<file path="config.mk">
export PLATFORM = sky130hd
export DESIGN_NAME = dmem_arbiter
export DESIGN_NICKNAME = d
export VERILOG_FILES = /design/src/rtl/dmem_arbiter.sv
export SDC_FILE = /design/constraint.sdc
export NUM_CORES = 1
export LEC_CHECK = 0
export ABC_AREA = 0
export BUFFER_PORTS_ARGS = -buffer_cell sky130_fd_sc_hd__buf_2
export CAP_MARGIN = 20
export CORE_AREA = 8 8 129 131
export DETAILED_ROUTE_END_ITERATION = 16
export DIE_AREA = 0 0 137 139
export GPL_TIMING_DRIVEN = 0
export PLACE_DENSITY = 0.81
export SLEW_MARGIN = 20
export SYNTH_ARGS = -nofsm -noshare
export SYNTH_HDL_FRONTEND = slang
export SYNTH_SLANG_ARGS = --single-unit
</file>
<file path="constraint.sdc">
create_clock -name clk -period 3.46 [get_ports clk]
set_clock_uncertainty 0.1 [all_clocks]
set_input_delay 0.173 -clock clk [delete_from_list [all_inputs] [get_ports clk]]
set_output_delay 0.173 -clock clk [all_outputs]
set_load 0.01 [all_outputs]
</file>
<file path="src/rtl/dmem_arbiter.sv">
// Two-port valid/ready arbiter and access sequencer in front of a 1R1W data-memory port.
// Define DMEM_ARB_RR_EN for round-robin arbitration; otherwise port 0 has fixed priority.
module dmem_arbiter #(
    parameter int unsigned ADDR_W = 32
) (
    input  logic              clk,
    input  logic              rst,

    input  logic              p0_req_valid,
    output logic              p0_req_ready,
    input  logic [ADDR_W-1:0] p0_req_addr,
    input  logic              p0_req_we,
    input  logic [31:0]       p0_req_wdata,
    input  logic [2:0]        p0_req_size,
    output logic              p0_rsp_valid,
    input  logic              p0_rsp_ready,
    output logic [31:0]       p0_rsp_rdata,
    output logic              p0_rsp_err,

    input  logic              p1_req_valid,
    output logic              p1_req_ready,
    input  logic [ADDR_W-1:0] p1_req_addr,
    input  logic              p1_req_we,
    input  logic [31:0]       p1_req_wdata,
    input  logic [2:0]        p1_req_size,
    output logic              p1_rsp_valid,
    input  logic              p1_rsp_ready,
    output logic [31:0]       p1_rsp_rdata,
    output logic              p1_rsp_err,

    output logic [ADDR_W-1:0] mem_rd_addr,
    output logic [ADDR_W-1:0] mem_wr_addr,
    output logic [31:0]       mem_wr_din,
    output logic              mem_we,
    output logic [2:0]        mem_wr_strb,
    input  logic [31:0]       mem_rd_dout
);

    localparam logic [1:0] ST_IDLE    = 2'd0;
    localparam logic [1:0] ST_ACCESS  = 2'd1;
    localparam logic [1:0] ST_CAPTURE = 2'd2;
    localparam logic [1:0] ST_RESP    = 2'd3;

    logic [1:0]        state_q, state_d;
    logic              owner_q;
    logic              we_q;
    logic              err_q;
    logic [31:0]       rdata_q;
    logic [ADDR_W-1:0] mem_addr_q;
    logic [31:0]       mem_wdata_q;
    logic [2:0]        mem_strb_q;
    logic              mem_we_q;

    logic              idle;
    logic              pick1;
    logic              grant0, grant1, hs;
    logic [ADDR_W-1:0] sel_addr;
    logic              sel_we;
    logic [31:0]       sel_wdata;
    logic [2:0]        sel_size;
    logic              req_err;
    logic              rsp_accept;

    assign idle = (state_q == ST_IDLE);

`ifdef DMEM_ARB_RR_EN
    // ptr_q set means port 1 is favoured on the next contention.
    logic ptr_q;

    assign pick1 = p1_req_valid & (~p0_req_valid | ptr_q);

    always_ff @(posedge clk or posedge rst) begin
        if (rst) begin
            ptr_q <= 1'b0;
        end else if (hs) begin
            ptr_q <= ~pick1;
        end
    end
`else
    assign pick1 = p1_req_valid & ~p0_req_valid;
`endif

    assign grant1 = idle & pick1;
    assign grant0 = idle & p0_req_valid & ~pick1;
    assign hs     = grant0 | grant1;

    // Gating with rst only on the outputs keeps reset out of the flop data paths.
    assign p0_req_ready = grant0 & ~rst;
    assign p1_req_ready = grant1 & ~rst;

    assign sel_addr  = pick1 ? p1_req_addr  : p0_req_addr;
    assign sel_we    = pick1 ? p1_req_we    : p0_req_we;
    assign sel_wdata = pick1 ? p1_req_wdata : p0_req_wdata;
    assign sel_size  = pick1 ? p1_req_size  : p0_req_size;

    assign req_err = (sel_size[1:0] == 2'b11) ||
                     ((sel_size[1:0] == 2'b01) && sel_addr[0]) ||
                     ((sel_size[1:0] == 2'b10) && (sel_addr[1:0] != 2'b00));

    assign rsp_accept = owner_q ? p1_rsp_ready : p0_rsp_ready;

    always_comb begin
        state_d = state_q;
        case (state_q)
            ST_IDLE:    if (hs) state_d = req_err ? ST_RESP : ST_ACCESS;
            ST_ACCESS:  state_d = ST_CAPTURE;
            ST_CAPTURE: state_d = ST_RESP;
            ST_RESP:    if (rsp_accept) state_d = ST_IDLE;
            default:    state_d = ST_IDLE;
        endcase
    end

    always_ff @(posedge clk or posedge rst) begin
        if (rst) begin
            state_q     <= ST_IDLE;
            owner_q     <= 1'b0;
            we_q        <= 1'b0;
            err_q       <= 1'b0;
            rdata_q     <= '0;
            mem_addr_q  <= '0;
            mem_wdata_q <= '0;
            mem_strb_q  <= '0;
            mem_we_q    <= 1'b0;
        end else begin
            state_q  <= state_d;
            mem_we_q <= 1'b0;
            if (hs) begin
                owner_q <= pick1;
                we_q    <= sel_we;
                err_q   <= req_err;
                rdata_q <= '0;
                // Erroneous requests never reach memory, so its port keeps its old values.
                if (!req_err) begin
                    mem_addr_q  <= sel_addr;
                    mem_wdata_q <= sel_wdata;
                    mem_strb_q  <= sel_size;
                    mem_we_q    <= sel_we;
                end
            end
            if (state_q == ST_CAPTURE) begin
                rdata_q <= we_q ? 32'h0 : mem_rd_dout;
            end
        end
    end

    assign mem_rd_addr = mem_addr_q;
    assign mem_wr_addr = mem_addr_q;
    assign mem_wr_din  = mem_wdata_q;
    assign mem_wr_strb = mem_strb_q;
    assign mem_we      = mem_we_q;

    assign p0_rsp_valid = (state_q == ST_RESP) & ~owner_q;
    assign p1_rsp_valid = (state_q == ST_RESP) &  owner_q;
    assign p0_rsp_rdata = p0_rsp_valid ? rdata_q : 32'h0;
    assign p1_rsp_rdata = p1_rsp_valid ? rdata_q : 32'h0;
    assign p0_rsp_err   = p0_rsp_valid & err_q;
    assign p1_rsp_err   = p1_rsp_valid & err_q;

endmodule
</file>
-- Word-level counts from Yosys, hierarchy flattened
Cells that the tools add are included.
- bitwise logic cells: 16
- reductions and logical operators: 9
- multiply operators: 0
- eq/ne operators: 8
- shifts and indexed selects: 0
- $add $sub $neg: 0
- div/mod/pow operators: 0
- multiplexer cells: 16
- $lt $le $gt $ge: 0
- operators with widths (kind ; count):
    2-to-1 mux 32 bit ; 7
    bitwise AND 1 bit ; 10
    equality test 2 bit (second input constant) ; 4
    case mux 2 bit (4 select lines) ; 1
    2-to-1 mux 2 bit ; 3
    NOT 1 bit ; 5
    equality test 2 x 1 -> 1 bit (second input constant) ; 2
    2-to-1 mux 1 bit ; 4
    AND reduction 2 bit ; 2
    nonzero test 2 bit ; 2
    2-to-1 mux 3 bit ; 1
    logical AND 1 bit ; 2
    logical NOT 2 bit ; 1
    logical OR 1 bit ; 2
    != test 2 x 1 -> 1 bit (second input constant) ; 1
    != test 2 bit (second input constant) ; 1
    OR 1 bit ; 1
- bits in writable memories: 0
- output and inout bits: 170
- latch bits: 0
- logic and storage cells: 58
- memories: 0
- register bits after elaboration: 105
- memory bits (read-only): 0

-- Logic depth before layout (Yosys ltp)
- word-level depth: 10
- depth in mapped cells: 8
- depth with buffers taken out: 6

-- Least setup slack after synthesis
No wires, ideal clock.
- path type: input port to output port
- start: in rst
- end: out p0_req_ready
- path buffers: 0
- stages on the path: 2
- setup slack: 0.370 ns
- arrival time: 2.817 ns
- path through: inv_1 and3_1
- word-level cells in the longest chain between the ends: 2
- RTL lines (element ; line ; text):
    start: declaration ; 7 ; input logic rst,
    NOT 1 bit ; 88 ; assign p0_req_ready = grant0 & ~rst;
    bitwise AND 1 bit ; 88 ;
    end: declaration ; 10 ; output logic p0_req_ready,
No other way between the ends.

-- Worst setup path after layout
- start: in p0_req_valid
- end: reg mem_wdata_q[26], in the netlist mem_wr_din[26]
- word-level cells in the longest chain between the ends: 9
- elaborated cells on any way between the ends: 20
- classes of those cells: eq/ne (3); mux (3); bitwise (8); reduce/logical (6)
- RTL lines (element ; line ; text):
    start: declaration ; 9 ; input logic p0_req_valid,
    NOT 1 bit ; 80 ; assign pick1 = p1_req_valid & ~p0_req_valid;
    bitwise AND 1 bit ; 80 ;
    2-to-1 mux 3 bit ; 94 ; assign sel_size = pick1 ? p1_req_size : p0_req_size;
    equality test 2 x 1 -> 1 bit ; 97 ; ((sel_size[1:0] == 2'b01) && sel_addr[0]) ||
    logical AND 1 bit ; 97 ;
    logical OR 1 bit ; 96 ; assign req_err = (sel_size[1:0] == 2'b11) ||
    logical OR 1 bit ; 97 ;
    NOT 1 bit (no source line) ; - ;
    AND reduction 2 bit (no source line) ; - ;
    end signal: assignment ; 135 ; mem_wdata_q <= sel_wdata;
    end: declaration ; 50 ; logic [31:0] mem_wdata_q;
Parallel ways exist; a longest one is shown, timed or not.
A chain may end at the register's enable or synchronous reset.

==> results.yml <==
global_route:
  antenna_found_initial: 1
  grt_remaining_overflow: 0
  grt_usage_pct: 20.0
  first_global_vias: 5508
  grt_max_degree: 61
  grt_pass1_wl_um: 29600
logic_synthesis:
  synth_cell_types: 27
  syn_area_um2: 5560
  yosysTopAreaCell: "dfrtp_1"
  synth_nets: 622
  ys_ff_latch: 105
  synth.area.top_cells: "dfrtp_1 (47%), mux2_2 (22%), mux2_4 (5.7%)"
  yosys_warnings: 0
  seq_area_frac_synth_pct: 47.3
  syn_inst: 444
  avgSynthCellArea_um2: 12.5
  yosys.area.top_type_share_pct: 47.3
worst_setup_path:
  cp_slowest_cell: "dlygate4sd3_1"
  critPathLaunch: "p0_req_valid"
  path_class: "input pin to flop"
  r2r-start: "state_q[1]"
  endpoint_kind: "flop"
  cp.arrival_ps: 2790
  cpPeakStageDelay_ps: 550
  worstPathCellList: "dlygate4sd3_1, buf_2, nand2b_1, buf_2, mux2i_1, o21ai_2, a21oi_2, buf_6, buf_6, mux2_4"
  crit_fanout: 10
  cp.required_ps: 3590
  cp-start-kind: "input pin"
placed_design:
  place_ws_ps: 908
  port_buffers: 343
  gp_congestion: 0.813
  dp_hpwl_um: 15600
route:
  drtAntennaViolNets: 0
  drt_iter0_drc: 188
  vias: 4953
  drt_pass1_iterations: 4
  drc: 0
  routed_wl_um: 19500
  post_drt_wl_per_cell_um: 19.0
  viasPerCell: 4.82
power:
  power_frac_comb_pct: 47.9
  powerDensity_nw_per_um2: 774
  swShare_pct: 36.8
  intPower_mw: 4.02
  vdd_ir_drop_max_v: 0.000513
  power.total_mw: 6.36
  p_clk_share_pct: 17.6
  leakage_nw: 4.46
  pwr-share-seq_pct: 34.5
  power_switching_mw: 2.34
clock_tree:
  clk_latency_ps: 340
  cts_max_path_buffers: 2
  cts_max_level: 3
  cts_buffers: 9
  post_cts_buffers: 0
  clock-sinks: 105
  ctsResizeCount: 0
  hold_buffers: 34
  root_buffer: "clkbuf_16"
  clkTransAtPathRegs_ps: 70
  cts_tree: "done"
timing:
  finalCritPeriodShare_pct: 76.9
  rsz0062_at_grt: "false"
  max-slew-margin-rel_pct: 50.7
  fin_ws_ps: 800
  period_minus_slack_ps: 2660
  clock.fmax_ghz: 0.376
  finalHoldViolCount: 0
  slew_viol_final: 0
  setup_violations: 0
  worst_pin_slew_ps: 740
outcome:
  status: "finished, final reports clean"
floorplan:
  die_area_um2: 19000
  rows: 45
  die_h_um: 139
  die_width_um: 137
  start_util_pct: 37.7
  boundaryPins: 344
  core_um2: 14800
final_layout:
  final_cell_mix: "buf_2 (349), mux2_2 (110), dfrtp_1 (105)"
  final_common_cell: "buf_2"
  post-route-util_pct: 55.7
  area_growth_pct: 47.7
  nets: 1011
  drive_gt1_share_pct: 63.8
hold_path:
  hp-start: "p1_req_valid"
  hold_path_class: "input pin to flop"
job:
  drv_cap: 0
-- final timing paths --
| path | end | cells after the start | slack [ps] |
|---|---|---|---|
| min in group asynchronous | owner_q | 3 | 320 |
| max | mem_wr_din[26] | 10 | 800 |
| min reg2reg | mem_wr_din[6] | 1 | 400 |
| min | owner_q | 3 | 40 |
| max reg2reg | rdata_q[1] | 7 | 1160 |
| max in group asynchronous | mem_rd_addr[26] | 4 | 2310 |
-- layout make-up --
class | count | area (um2)
repair buffers | 378 | 2080
clock buffers | 9 | 225
plain buffers | 64 | 390
clock inverters | 7 | 100
flip-flops and latches | 105 | 2630
multi-input cells | 268 | 2510
diodes | 1 | 2.50
inverters | 7 | 31.3
fillers | 1254 | 6540
well taps | 188 | 235
-- state kept, by name, indices dropped and copies added, names as in the netlist --
name         flops
mem_rd_addr     32
mem_wr_din      32
rdata_q         32
mem_wr_strb      3
state_q          2
err_q            1
mem_we           1
owner_q          1
we_q             1
-- cells in the mapped netlist --
cell type and n:
a222oi_1 1, inv_1 7, ha_1 4, o21ai_2 1, buf_1 1, dfrtp_1 105
and3_1 34, clkbuf_1 22, a21oi_1 4, mux2_4 21, o21ai_1 1, o21ai_0 4
mux2_2 110, nor3_1 1, buf_2 6, nor2b_1 5, mux2i_1 5, nor3b_1 1
buf_6 3, nand2b_1 1, a31oi_1 1, nor2_1 4, buf_4 32, nand2_1 3
a21oi_2 1, a22o_1 32, and2_1 34
-- per-stage QoR --
stage / std cells / hold slack [ps] / setup TNS, ps / area, um2
2_1_floorplan: 444 / 159 / 0 / 5560
3_3_place_gp: 975 / 288 / -84250 / 7510
3_5_place_dp: 976 / 135 / 0 / 7540
4_1_cts: 1026 / 14.6 / 0 / 8210
5_1_grt: 1027 / 34.1 / 0 / 8210
6_report: 1027 / 36.3 / 0 / 8210
-- critical path, delay by kind of cell --
kind / cells / cell delay [ps]
and+or+nand+nor: 1 / 140
muxes: 2 / 670
AOI/OAI and AO/OA: 2 / 450
buffers and inverters: 5 / 1360
-- cell families after synthesis --
logic type | share of synthesized area, %
adder cells (fa/ha/maj) | 0.900
AND/OR/NAND/NOR | 9.03
flip-flops | 47.3
buffers and inverters | 7.49
AO/OA/AOI/OAI | 6.46
multiplexers | 28.9
-- power groups by stage --
stage | Combinational [mW] | Clock, mW | Sequential, mW
2_1_floorplan | 1.68 | 0 | 2.31
3_3_place_gp | 2.97 | 0 | 2.18
3_5_place_dp | 3.05 | 0 | 2.19
4_1_cts | 3.09 | 1.15 | 2.19
5_1_grt | 3.29 | 1.20 | 2.27
6_report | 3.05 | 1.12 | 2.19
-- layer usage --
layer  global-route usage, %  wire [um]
met4                    8.58        459
met2                    35.7      10100
met3                    5.40       1660
met1                    21.3       7300
met5                       0          0
No activity file was read; power rests on OpenSTA's default activity.
